[src/rtl/matmul_sequencer.sv]
// matmul_sequencer: control FSM walking the (i, j, k) loop nest of an N x N
// matrix multiply C = A x B. Per output element it clears the accumulator,
// runs N multiply-accumulate cycles, then writes the element to C.
//
// Host/datapath handshake: Start is sampled only in IDLE. Stall is a
// not-ready from the datapath/memory: while high, state and counters hold and
// the strobes (Acc_Clr, Acc_En, C_We) are gated low, so a strobe is only ever
// seen in a cycle where Stall is low. Abort is a synchronous cancel that wins
// over Stall and returns to IDLE without Done.
module matmul_sequencer #(
  parameter int N      = 4,
  parameter int AW     = 8,
  parameter int A_BASE = 0,
  parameter int B_BASE = 16,
  parameter int C_BASE = 32
) (
  input  logic          Clk,
  input  logic          Reset,
  input  logic          Start,
  input  logic          Abort,
  input  logic          Stall,
  output logic [AW-1:0] A_Addr,
  output logic [AW-1:0] B_Addr,
  output logic [AW-1:0] C_Addr,
  output logic          Acc_Clr,
  output logic          Acc_En,
  output logic          C_We,
  output logic          Busy,
  output logic          Done,
  output logic [2:0]    Dbg_State
);

  localparam int CW = (N > 1) ? $clog2(N) : 1;
  localparam logic [CW-1:0] LAST = CW'(N - 1);
  localparam logic [CW-1:0] ONE  = CW'(1);
  localparam logic [AW-1:0] A_B  = AW'(A_BASE);
  localparam logic [AW-1:0] B_B  = AW'(B_BASE);
  localparam logic [AW-1:0] C_B  = AW'(C_BASE);
  localparam logic [AW-1:0] N_AW = AW'(N);

  typedef enum logic [2:0] {
    S_IDLE  = 3'd0,
    S_CLEAR = 3'd1,
    S_MAC   = 3'd2,
    S_WRITE = 3'd3,
    S_DONE  = 3'd4
  } state_t;

  state_t        state, state_d;
  logic [CW-1:0] i_q, j_q, k_q;
  logic [CW-1:0] i_d, j_d, k_d;
  logic [AW-1:0] i_ext, j_ext, k_ext;

  // State and loop counters; asynchronous active-low reset to IDLE / zero.
  always_ff @(posedge Clk or negedge Reset) begin
    if (!Reset) begin
      state <= S_IDLE;
      i_q   <= '0;
      j_q   <= '0;
      k_q   <= '0;
    end else begin
      state <= state_d;
      i_q   <= i_d;
      j_q   <= j_d;
      k_q   <= k_d;
    end
  end

  // Next state and counters: Abort beats Stall, Stall freezes sequencing.
  always_comb begin
    state_d = state;
    i_d     = i_q;
    j_d     = j_q;
    k_d     = k_q;
    if (state != S_IDLE && Abort) begin
      state_d = S_IDLE;
      i_d     = '0;
      j_d     = '0;
      k_d     = '0;
    end else begin
      case (state)
        S_IDLE: begin
          if (Start) begin
            state_d = S_CLEAR;
            i_d     = '0;
            j_d     = '0;
            k_d     = '0;
          end
        end
        S_CLEAR: begin
          if (!Stall) begin
            state_d = S_MAC;
            k_d     = '0;
          end
        end
        S_MAC: begin
          if (!Stall) begin
            if (k_q == LAST) state_d = S_WRITE;
            else             k_d     = k_q + ONE;
          end
        end
        S_WRITE: begin
          if (!Stall) begin
            k_d = '0;
            if (j_q == LAST) begin
              j_d = '0;
              if (i_q == LAST) begin
                i_d     = '0;
                state_d = S_DONE;
              end else begin
                i_d     = i_q + ONE;
                state_d = S_CLEAR;
              end
            end else begin
              j_d     = j_q + ONE;
              state_d = S_CLEAR;
            end
          end
        end
        S_DONE:  state_d = S_IDLE;
        default: state_d = S_IDLE;
      endcase
    end
  end

  assign i_ext = AW'(i_q);
  assign j_ext = AW'(j_q);
  assign k_ext = AW'(k_q);

  // Moore outputs from registered state/counters; only Stall gates strobes.
  always_comb begin
    A_Addr  = '0;
    B_Addr  = '0;
    C_Addr  = '0;
    Acc_Clr = 1'b0;
    Acc_En  = 1'b0;
    C_We    = 1'b0;
    Busy    = 1'b0;
    Done    = 1'b0;
    case (state)
      S_CLEAR, S_MAC, S_WRITE: begin
        Busy   = 1'b1;
        A_Addr = A_B + i_ext * N_AW + k_ext;
        B_Addr = B_B + k_ext * N_AW + j_ext;
        C_Addr = C_B + i_ext * N_AW + j_ext;
        Acc_Clr = (state == S_CLEAR) && !Stall;
        Acc_En  = (state == S_MAC)   && !Stall;
        C_We    = (state == S_WRITE) && !Stall;
      end
      S_DONE:  Done = 1'b1;
      default: ;
    endcase
  end

  assign Dbg_State = state;

endmodule

[config.mk]
export PLATFORM = sky130hd
export DESIGN_NAME = matmul_sequencer
export DESIGN_NICKNAME = d
export VERILOG_FILES = /design/src/rtl/matmul_sequencer.sv
export SDC_FILE = /design/constraint.sdc
export NUM_CORES = 1
export LEC_CHECK = 0
export ABC_AREA = 1
export CAP_MARGIN = 20
export CORE_MARGIN = 2
export CORE_UTILIZATION = 41
export CTS_BUF_LIST = sky130_fd_sc_hd__clkbuf_16
export DETAILED_ROUTE_END_ITERATION = 12
export PLACE_DENSITY = 0.83
export SYNTH_ARGS = -nofsm -noshare
export SYNTH_HDL_FRONTEND = slang
export SYNTH_SLANG_ARGS = --single-unit
[constraint.sdc]
create_clock -name Clk -period 2 [get_ports Clk]
set_input_delay 0.6 -clock Clk [delete_from_list [all_inputs] [get_ports Clk]]
set_output_delay 0.6 -clock Clk [all_outputs]
set_load 0.01 [all_outputs]
==> results of run 1 <==
==> final timing paths <==
path | from | endpoint
setup / recovery | Dbg_State[2]$_DFFE_PN0P_ | B_Addr[0]
hold / removal | k_q[1]$_DFFE_PN0P_ | k_q[1]$_DFFE_PN0P_
setup reg to reg | Dbg_State[2]$_DFFE_PN0P_ | k_q[0]$_DFFE_PN0P_
hold reg to reg | k_q[1]$_DFFE_PN0P_ | k_q[1]$_DFFE_PN0P_
max in group asynchronous | Reset | k_q[0]$_DFFE_PN0P_
min in group asynchronous | Reset | Dbg_State[2]$_DFFE_PN0P_
==> sequential cells by signal (all words and copies together), names as in the netlist <==
register   count
Dbg_State      3
k_q            2
j_q            2
i_q            2
==> stage by stage <==
step | power (mW) | hold slack (ns) | setup slack [ns]
after floorplan | 0.703 | 0.304 | 0.0539
after global placement | 0.964 | 0.489 | -0.415
after detailed placement | 0.981 | 0.504 | -0.418
after CTS | 1.31 | 0.514 | 0.000677
after global routing | 1.40 | 0.556 | -0.0407
final | 1.31 | 0.509 | 0.0554
==> layout by cell type (no fill, tap or decap) <==
master	n
sky130_fd_sc_hd__a21oi_2	1
sky130_fd_sc_hd__buf_4	9
sky130_fd_sc_hd__buf_6	1
sky130_fd_sc_hd__clkbuf_16	3
sky130_fd_sc_hd__clkbuf_2	5
sky130_fd_sc_hd__clkdlybuf4s15_1	6
sky130_fd_sc_hd__clkdlybuf4s50_1	6
sky130_fd_sc_hd__conb_1	10
sky130_fd_sc_hd__dfrtp_1	9
sky130_fd_sc_hd__dlygate4sd2_1	9
sky130_fd_sc_hd__ha_1	3
sky130_fd_sc_hd__inv_1	15
sky130_fd_sc_hd__inv_2	5
sky130_fd_sc_hd__nand2_1	21
sky130_fd_sc_hd__nand2_2	6
sky130_fd_sc_hd__nand3_1	6
sky130_fd_sc_hd__nand3_2	1
sky130_fd_sc_hd__nand3_4	1
sky130_fd_sc_hd__nand3b_2	1
sky130_fd_sc_hd__nand4_1	4
sky130_fd_sc_hd__nor2_1	11
sky130_fd_sc_hd__nor2_2	5
sky130_fd_sc_hd__nor2_4	2
sky130_fd_sc_hd__nor3_1	2
sky130_fd_sc_hd__o21ai_0	2
sky130_fd_sc_hd__o21ai_1	5
sky130_fd_sc_hd__or2_2	1
==> power by group <==
part           internal [mW]  switching [mW]
Clock                  0.262          0.0922
Combinational          0.299           0.412
Sequential             0.217          0.0275
==> synthesized netlist by cell type, drive strengths merged <==
master  instances
nand2          27
buf            19
inv            19
nor2           18
dfrtp           9
nand3           8
o21ai           7
nand4           4
ha              3
nor3            2
a21oi           1
conb            1
nand3b          1
or2             1
==> what timing repair did <==
action	4_1_cts	5_1_grt
gates resized for setup	25	18
endpoints found under the hold margin	0	0
setup endpoints to repair	19	13
buffers inserted	0	0
pin swaps	0	1
==> area by class of cell <==
cell class                      count  share of cell area
Clock inverter                      1             0.00326
Timing Repair Buffer               36               0.263
Tap cell                           27              0.0293
Inverter                           19              0.0619
Clock buffer                        3              0.0651
Sequential cell                     9               0.195
Multi-Input combinational cell     82               0.382
==> cells by family (layout without fill, tap and decap cells) <==
group                      after synthesis  in the layout  synth area share
and+or+nand+nor                         61             61             0.371
DFF                                      9              9             0.268
other                                    1             10           0.00447
AOI/OAI and AO/OA                        8              8            0.0522
adders and majority gates                3              3            0.0447
buffers and inverters                   38             59             0.259
==> metal layers <==
| layer | track usage | part of all wire |
|---|---|---|
| met5 | 0 | 0 |
| met2 | 0.340 | 0.52 |
| met3 | 0.0521 | 0.061 |
| met4 | 0.114 | 0.026 |
| met1 | 0.195 | 0.40 |
==> worst register-to-register path: stages, from the launching register on <==
cell and delay (ns):
sky130_fd_sc_hd__dfrtp_1 0.35, sky130_fd_sc_hd__buf_4 0.17, sky130_fd_sc_hd__nor2_4 0.04, sky130_fd_sc_hd__buf_4 0.15, sky130_fd_sc_hd__nand3_4 0.10, sky130_fd_sc_hd__nand2_2 0.06, sky130_fd_sc_hd__nor2_2 0.12, sky130_fd_sc_hd__nand2_1 0.09
sky130_fd_sc_hd__nand2_1 0.07, sky130_fd_sc_hd__nand2_1 0.05
==> impl_metrics.prom, run 1 <==
# TYPE chip_impl_metric gauge
chip_impl_metric{name="dp_hpwl",unit="um"} 1500
chip_impl_metric{name="post-route-drc-count",unit=""} 0
chip_impl_metric{name="final_nets",unit=""} 159
chip_impl_info{name="hp-class",value="flip-flop to flip-flop"} 1
chip_impl_metric{name="core.rowCount",unit=""} 16
chip_impl_metric{name="num-fill-cells",unit=""} 178
chip_impl_metric{name="synth.ff_latch_count",unit=""} 9
chip_impl_info{name="tritoncts",value="built"} 1
chip_impl_info{name="end_kind",value="output port"} 1
chip_impl_metric{name="largest_net_degree_at_the_start_of_global_routing",unit=""} 10
chip_impl_metric{name="die_h",unit="um"} 49.3
chip_impl_metric{name="die_w",unit="um"} 49.3
chip_impl_metric{name="max-clock-path-buffers",unit=""} 2
chip_impl_info{name="clockRootBuffer",value="sky130_fd_sc_hd__clkbuf_16"} 1
chip_impl_metric{name="layout-drive-gt1-share",unit=""} 0.273
chip_impl_metric{name="max_cap_violations",unit=""} 0
chip_impl_metric{name="drt.antenna.violating_nets",unit=""} 0
chip_impl_metric{name="first_global_vias",unit=""} 746
chip_impl_metric{name="finalHoldViolations",unit=""} 0
chip_impl_info{name="grt_setup_unrepaired",value="yes"} 1
chip_impl_metric{name="fin_crit_sh",unit=""} 0.972
chip_impl_info{name="run_status",value="completed"} 1
chip_impl_metric{name="area_growth_from_synthesis_to_layout",unit="%"} 37.3
chip_impl_metric{name="cp_num_buf_inv",unit=""} 3
chip_impl_metric{name="avgSynthCellArea",unit="um2"} 7.00
chip_impl_metric{name="timing.setup.tns",unit="ns"} 0
chip_impl_metric{name="placed_cell_area",unit="mm2"} 0.00110
chip_impl_metric{name="die_area",unit="mm2"} 0.00243
chip_impl_metric{name="cts_inserted_buffers",unit=""} 3
chip_impl_metric{name="synth-seq-area-share",unit=""} 0.268
chip_impl_metric{name="design.portCount",unit=""} 37
chip_impl_metric{name="rrSetupSlack",unit="ns"} 0.67
chip_impl_metric{name="cp_data_arrival_time",unit="ns"} 1.34
chip_impl_metric{name="worst_ep_required_time",unit="ns"} 1.40
chip_impl_metric{name="overflow",unit=""} 0
chip_impl_metric{name="r2r_cells",unit=""} 9
chip_impl_metric{name="core-area",unit="mm2"} 0.00194
chip_impl_metric{name="worst_path_largest_cell_delay",unit="ns"} 0.38
chip_impl_metric{name="clock_sink_count",unit=""} 9
chip_impl_metric{name="clock_insertion_delay_worst_skew",unit="ns"} 0.24
chip_impl_metric{name="clk_pin_slew_worst_setup_hold_paths",unit="ns"} 0.04
chip_impl_metric{name="detail_route.wl_per_cell",unit="um"} 11.1
chip_impl_metric{name="netlist_instances",unit=""} 120
chip_impl_metric{name="synth_top_area_share",unit=""} 0.268
chip_impl_metric{name="non_filler_instance_count_after_layout",unit=""} 177
chip_impl_metric{name="post_synth_num_cell_types",unit=""} 22
chip_impl_metric{name="initial_utilization",unit=""} 0.432
chip_impl_metric{name="final-max-slew-violation-count",unit=""} 0
chip_impl_metric{name="numPortBuffers",unit=""} 26
chip_impl_metric{name="via_count",unit=""} 833
chip_impl_info{name="synth.area.top_cells",value="sky130_fd_sc_hd__dfrtp_1 27%, sky130_fd_sc_hd__buf_4 16%, sky130_fd_sc_hd__nand2_1 9.4%, sky130_fd_sc_hd__inv_1 7.2%, sky130_fd_sc_hd__nor2_1 6.7%"} 1
chip_impl_metric{name="regArea",unit="um2"} 225
chip_impl_metric{name="drt_pre_antenna_iters",unit=""} 4
chip_impl_metric{name="postLayoutCellArea",unit="mm2"} 0.00115
chip_impl_metric{name="drt-total-wl",unit="um"} 1970
chip_impl_metric{name="fin_util",unit=""} 0.593
chip_impl_metric{name="avgViaCountPerCell",unit=""} 4.71
chip_impl_metric{name="hold-path-cell-count",unit=""} 2
chip_impl_metric{name="power.density",unit="mW/mm2"} 1140
chip_impl_metric{name="antenna_cells_inserted",unit=""} 0
chip_impl_metric{name="post_synth_instance_area",unit="um2"} 840
chip_impl_metric{name="fmax",unit="MHz"} 514
chip_impl_metric{name="first_pass_grt_wire_length",unit="um"} 3430
chip_impl_metric{name="multiInputGateArea",unit="um2"} 440
chip_impl_metric{name="vdd_drop_max",unit="mV"} 0.595
chip_impl_info{name="crit_path_top_delay_cell",value="sky130_fd_sc_hd__dfrtp_1"} 1
chip_impl_metric{name="cts_max_level",unit=""} 1
chip_impl_metric{name="antenna_violations_before_repair",unit=""} 0
chip_impl_info{name="netlist.top_cell.by_area",value="sky130_fd_sc_hd__dfrtp_1"} 1
chip_impl_metric{name="grt_usage",unit=""} 0.190
chip_impl_metric{name="p_leak",unit="nW"} 0.626
chip_impl_info{name="type_of_element_launching_the_critical_path",value="flip-flop"} 1
chip_impl_metric{name="path_depth",unit=""} 6
chip_impl_metric{name="fin_worst_skew",unit="ns"} 0.000460
chip_impl_metric{name="number_of_violations_reported_at_the_end_of_detailed_routing_iteration_0",unit=""} 6
chip_impl_metric{name="final.min_clock_period",unit="ns"} 1.94
chip_impl_metric{name="gp_routability_congestion",unit=""} 0.825
chip_impl_info{name="critical_path.top_delay_family",value="buffers and inverters"} 1
chip_impl_metric{name="yosysWarningCount",unit=""} 0
chip_impl_metric{name="placedCellCount",unit=""} 173
chip_impl_metric{name="setup_viol",unit=""} 0
chip_impl_metric{name="crit_path_max_fanout",unit=""} 6
chip_impl_info{name="crit_type",value="flip-flop to output port"} 1
chip_impl_metric{name="ctsHoldBuffers",unit=""} 0
chip_impl_info{name="critical_path.cell_chain",value="inv_2, nand2_1, nand2_1, inv_2, nor2_1, dlygate4sd2_1"} 1
Note: power is estimated with default switching activity, not from simulation.
==> run 2, diff against run 1 <==
Settings changed: CTS_CLUSTER_SIZE set to 28.
==> results of run 2 <==
Same layout as run 1: the final DEF is identical, and so are final timing and power.
==> run 3, diff against run 2 <==
Settings changed: HOLD_SLACK_MARGIN set to 0.05.
==> results of run 3 <==
Same layout as run 1: the final DEF is identical, and so are final timing and power.
